--- src/rtl/conv3x3_stream.sv ---
// Streaming 3x3 convolution over a raster-order pixel stream with a runtime-loadable
// signed kernel, two-line buffering and a fixed two-cycle result latency.
module conv3x3_stream #(
    parameter  int PIXEL_W = 8,
    parameter  int COEF_W  = 8,
    parameter  int IMG_W   = 64,
    parameter  int IMG_H   = 48,
    parameter  int SHIFT   = 3,
    localparam int OUT_W   = PIXEL_W + COEF_W + 5
) (
    input  logic                     clk100,
    input  logic                     in_reset,
    input  logic                     i_valid,
    input  logic [PIXEL_W-1:0]       i_pixel,
    input  logic                     i_mode,
    input  logic                     i_coef_we,
    input  logic [3:0]               i_coef_addr,
    input  logic signed [COEF_W-1:0] i_coef_data,
    output logic                     o_valid,
    output logic [OUT_W-1:0]         o_pixel,
    output logic                     o_frame_done
);

    localparam int COL_W = (IMG_W > 1) ? $clog2(IMG_W) : 1;
    localparam int ROW_W = (IMG_H > 1) ? $clog2(IMG_H) : 1;
    localparam logic [COL_W-1:0] COL_LAST = COL_W'(IMG_W - 1);
    localparam logic [ROW_W-1:0] ROW_LAST = ROW_W'(IMG_H - 1);
    localparam logic signed [OUT_W-1:0] SAT_MAX = {{(OUT_W-PIXEL_W){1'b0}}, {PIXEL_W{1'b1}}};
    localparam logic signed [COEF_W-1:0] COEF_ONE = {{(COEF_W-1){1'b0}}, 1'b1};

    logic [COL_W-1:0]         col_q, col_d;
    logic [ROW_W-1:0]         row_q, row_d;
    logic [PIXEL_W-1:0]       lb_top_q [IMG_W];
    logic [PIXEL_W-1:0]       lb_mid_q [IMG_W];
    logic [PIXEL_W-1:0]       win_q [9];
    logic signed [COEF_W-1:0] coef_q [9];
    logic signed [COEF_W-1:0] kern_q [9];
    logic                     complete_s, last_px_s, coef_wr_s;
    logic                     valid1_q, mode1_q;
    logic signed [OUT_W-1:0]  sum_s, shifted_s, sat_s, result_s;
    logic                     o_valid_q, frame_done_q;
    logic [OUT_W-1:0]         o_pixel_q;

    // Pixel zero-extended to signed times sign-extended coefficient, exact in OUT_W bits.
    function automatic logic signed [OUT_W-1:0] mac_term(
        input logic [PIXEL_W-1:0]       px,
        input logic signed [COEF_W-1:0] cf
    );
        logic signed [OUT_W-1:0] px_ext;
        logic signed [OUT_W-1:0] cf_ext;
        px_ext = $signed({{(OUT_W-PIXEL_W){1'b0}}, px});
        cf_ext = $signed({{(OUT_W-COEF_W){cf[COEF_W-1]}}, cf});
        return px_ext * cf_ext;
    endfunction

    assign complete_s = i_valid && (col_q >= COL_W'(2)) && (row_q >= ROW_W'(2));
    assign last_px_s  = i_valid && (col_q == COL_LAST) && (row_q == ROW_LAST);
    assign coef_wr_s  = i_coef_we && (i_coef_addr <= 4'd8);

    // Raster position of the next accepted pixel.
    always_comb begin
        col_d = col_q;
        row_d = row_q;
        if (i_valid) begin
            if (col_q == COL_LAST) begin
                col_d = '0;
                if (row_q == ROW_LAST) begin
                    row_d = '0;
                end else begin
                    row_d = row_q + ROW_W'(1);
                end
            end else begin
                col_d = col_q + COL_W'(1);
            end
        end else begin
            col_d = col_q;
        end
    end

    // Line buffers: top holds row-2, mid holds row-1 at each column; contents need no reset.
    always_ff @(posedge clk100) begin
        if (i_valid) begin
            lb_top_q[col_q] <= lb_mid_q[col_q];
            lb_mid_q[col_q] <= i_pixel;
        end
    end

    // Kernel MAC, arithmetic shift and clamp on the captured window.
    always_comb begin
        sum_s = '0;
        for (int k = 0; k < 9; k++) begin
            sum_s = sum_s + mac_term(win_q[k], kern_q[k]);
        end
        shifted_s = sum_s >>> SHIFT;
        if (shifted_s[OUT_W-1]) begin
            sat_s = '0;
        end else if (shifted_s > SAT_MAX) begin
            sat_s = SAT_MAX;
        end else begin
            sat_s = shifted_s;
        end
        if (mode1_q) begin
            result_s = sat_s;
        end else begin
            result_s = sum_s;
        end
    end

    // Counters, window, coefficient bank and the two-stage result pipeline.
    always_ff @(posedge clk100) begin
        if (in_reset) begin
            col_q        <= '0;
            row_q        <= '0;
            valid1_q     <= 1'b0;
            mode1_q      <= 1'b0;
            o_valid_q    <= 1'b0;
            o_pixel_q    <= '0;
            frame_done_q <= 1'b0;
            for (int k = 0; k < 9; k++) begin
                win_q[k]  <= '0;
                coef_q[k] <= COEF_ONE;
                kern_q[k] <= COEF_ONE;
            end
        end else begin
            col_q        <= col_d;
            row_q        <= row_d;
            valid1_q     <= complete_s;
            frame_done_q <= last_px_s;
            o_valid_q    <= valid1_q;
            if (i_valid) begin
                for (int r = 0; r < 3; r++) begin
                    win_q[r*3]   <= win_q[r*3+1];
                    win_q[r*3+1] <= win_q[r*3+2];
                end
                win_q[2] <= lb_top_q[col_q];
                win_q[5] <= lb_mid_q[col_q];
                win_q[8] <= i_pixel;
            end
            // Kernel snapshot sees the bank before this cycle's write lands.
            if (complete_s) begin
                mode1_q <= i_mode;
                for (int k = 0; k < 9; k++) begin
                    kern_q[k] <= coef_q[k];
                end
            end
            if (coef_wr_s) begin
                coef_q[i_coef_addr] <= i_coef_data;
            end
            if (valid1_q) begin
                o_pixel_q <= result_s;
            end
        end
    end

    assign o_valid      = o_valid_q;
    assign o_pixel      = o_pixel_q;
    assign o_frame_done = frame_done_q;

endmodule

--- config.mk ---
export PLATFORM = sky130hd
export DESIGN_NAME = conv3x3_stream
export DESIGN_NICKNAME = d
export VERILOG_FILES = /design/src/rtl/conv3x3_stream.sv
export SDC_FILE = /design/constraint.sdc
export NUM_CORES = 2
export LEC_CHECK = 0
export BUFFER_PORTS_ARGS = -buffer_cell sky130_fd_sc_hd__buf_2
export CORE_ASPECT_RATIO = 1.75
export CORE_MARGIN = 5
export CORE_UTILIZATION = 50
export CTS_BUF_LIST = sky130_fd_sc_hd__clkbuf_8
export CTS_CLUSTER_SIZE = 8
export DETAILED_ROUTE_END_ITERATION = 6
export GPL_TIMING_DRIVEN = 0
export PLACE_DENSITY_LB_ADDON = 0.3
export SLEW_MARGIN = 20
export SYNTH_ARGS = -nofsm -noshare
export SYNTH_HDL_FRONTEND = slang
export SYNTH_SLANG_ARGS = --single-unit
--- constraint.sdc ---
create_clock -name clk100 -period 13.11 [get_ports clk100]
set_clock_uncertainty 0.2 [all_clocks]
set_input_delay 1.311 -clock clk100 [delete_from_list [all_inputs] [get_ports clk100]]
set_output_delay 1.311 -clock clk100 [all_outputs]
set_load 0.05 [all_outputs]
==> out/qor.csv <==
metric,value,unit
status,"finished, final reports clean",
crit_end,o_pixel[7],
antenna_found_initial,7,
grt_pass1_vias,41600,
synth_top_area_share,52.5,%
avgViaCountPerCell,5.66,
final_hold_viol_count,0,
synth.ff_latch_count,1283,
cts_resized,0,
synth_top_area_cell,edfxtp_1,
wl_per_cell,28.3,um
cp_slowest_stage_delay,0.66,ns
ys_top_cells_by_count,"edfxtp_1, inv_1, fa_1",
synthArstFlopShare,0,%
cts_tree,done,
min_path_type,reg -> reg,
finalNetCount,5737,
seq_area,38100,um2
grt_pass1_wl,277000,um
vias,38200,
worst-path-buf-inv,8,
place.gp.congestion,0.972,
ys_seq_area_share,53.7,%
postRouteAntennaNets,0,
yosysMostFrequentCell,edfxtp_1,
dr.pass1.iters,6,
die_y,508,um
grt.total_usage,26.0,%
r2r_start,kern_q[0][63],
required,13.66,ns
clk_pin_slew,0.07,ns
min_period,9.91,ns
cp.depth,27,
cts-root-buf,clkbuf_8,
critPathSlowestCell,fa_1,
remaining_drc_errors,0,
max_cap_viol_count,0,
setup_viol,0,
path_common_cell,fa_1,
synthFlopType,edfxtp_1,
port_buffers,47,
layout_setup_ws,3.20,ns
area_growth,9.34,%
reg2reg_to,o_pixel[7],
synth_cell_types,61,
grt_max_degree,66,
num_rows,183,
synth_nets,5446,
clk_latency,0.90,ns
holdBufCountCts,0,
start_util,50.2,%
crit_fanout,8,
r2r_slack,3.20,ns
hpwl,148000,um
rsz0062_at_grt,no,
syn_area_per_cell,15.6,um2
post_cts_buffers,0,
numCtsBuffers,187,
syn-cell-area,71000,um2
die_w,295,um
wl,191000,um
crit_path_end_kind,flip-flop,
yosys_warnings,0,
postSynthCellCount,4549,
critical_path.startpoint_type,flip-flop,
cp_top_family,adder cells,
setup-tns-final,0,ns
cts.sinks,1283,
worstPathArrival,10.46,ns
cts_htree_levels,4,
timing.hold.ws,0.267,ns
synth_edf_count,1240,
cts_buffer_depth,3,
die_area,150000,um2
crit_start,kern_q[0][63],
place_ws,3.25,ns
drive_gt1_share,15.7,%
synthTopCellsByArea,"edfxtp_1, fa_1, mux4_2",
fmax,0.101,GHz
min_period_over_period,75.6,%
top_level_ports,48,
first_iter_violations,2703,
coreArea,142000,um2
slew_headroom,25.4,%
reg2reg_depth,27,
overflow,0,
crit_type,reg -> reg,
tightest_slew,1.12,ns
fillers,11300,
multi_input_area,29800,um2
report.final.slew_viol_count,0,
registers in the layout (all words and copies together) (netlist names), named ones only:
| signal | cells |
|---|---|
| lb_mid_q | 512 |
| o_valid | 1 |
| col_q | 6 |
| o_frame_done | 1 |
| o_pixel | 21 |
| kern_q | 72 |
| lb_top_q | 512 |
| coef_q | 72 |
| win_q | 72 |
| mode1_q | 1 |
| row_q | 6 |
| valid1_q | 1 |
layout make-up:
| cell class | count | share of cell area (%) |
|---|---|---|
| flip-flops and latches | 1283 | 49.1 |
| multi-input cells | 2392 | 38.4 |
| inverters | 745 | 3.60 |
| clock buffers | 188 | 3.33 |
| well taps | 1850 | 2.98 |
| repair buffers | 102 | 1.21 |
| plain buffers | 129 | 0.758 |
| clock inverters | 63 | 0.624 |
| diodes | 10 | 0.0323 |
worst reg2reg max path, cell delays in order, from the launching register on:
cell      delay [ns]
edfxtp_1        0.63
inv_1           0.30
nor2_1          0.22
fa_1            0.48
fa_1            0.56
inv_1           0.06
fa_1            0.53
inv_1           0.06
fa_1            0.63
inv_1           0.10
fa_1            0.66
inv_1           0.09
fa_1            0.51
inv_1           0.06
fa_1            0.49
fa_1            0.44
fa_1            0.51
inv_1           0.06
fa_1            0.55
ha_1            0.33
buf_2           0.19
nand2_1         0.07
a21boi_0        0.41
nand2_1         0.22
o41a_1          0.46
o32a_1          0.23
nor4_4          0.52
o21ai_0         0.20
per-stage QoR:
step / area [um2] / utilization (%) / instances
finish: 77600 / 54.8 / 6762
global placement: 73500 / 52.0 / 6446
global route: 77600 / 54.8 / 6756
detailed placement: 74500 / 52.6 / 6501
CTS: 77600 / 54.8 / 6752
floorplan: 71000 / - / 4549
per-layer routing:
metal | track usage [%] | vias to the layer above | routed length [um]
met1 | 25.1 | 20100 | 56300
met4 | 20.4 | 4 | 19900
met2 | 48.7 | 1320 | 106000
met5 | 0 | - | 22
met3 | 3.60 | 523 | 8890
li1 | - | 16300 | -
worst min-delay path by stage:
stage	start	end	slack (ns)	cells past startpoint
final	o_pixel[14]	o_pixel[14]	0.27	2
after global routing	o_pixel[14]	o_pixel[14]	0.29	2
after CTS	o_pixel[14]	o_pixel[14]	0.27	2
after detailed placement	o_pixel[14]	o_pixel[14]	0.26	2
after global placement	o_pixel[18]	o_pixel[18]	0.26	2
after floorplan	row_q[5]	row_q[5]	0.26	2
logic make-up (layout without fill, tap and decap cells):
family          count (synthesis)  count (layout)  synth area share [%]
flops                        1283            1283                  53.7
mux                           340             340                  10.7
fa+ha+maj                     872             872                  21.4
simple gates                 1040            1040                  7.99
buf+inv                       874            1227                  4.76
compound gates                114             114                  1.08
other cells                     0              10                     0
xor+xnor                       26              26                 0.321
layout by cell type (no fill, tap or decap), types with 50 or more instances in the layout:
cell,n
nand2_1,195
and2_1,539
clkbuf_8,188
inv_1,775
edfxtp_1,1240
buf_2,50
clkbuf_1,78
ha_1,298
mux4_2,328
fa_1,574
nor2_1,85
nor2_2,50
Power is left out: the tool's default activity adds up to more than one toggle a clock period on the data nets, which glitch-free logic cannot reach.
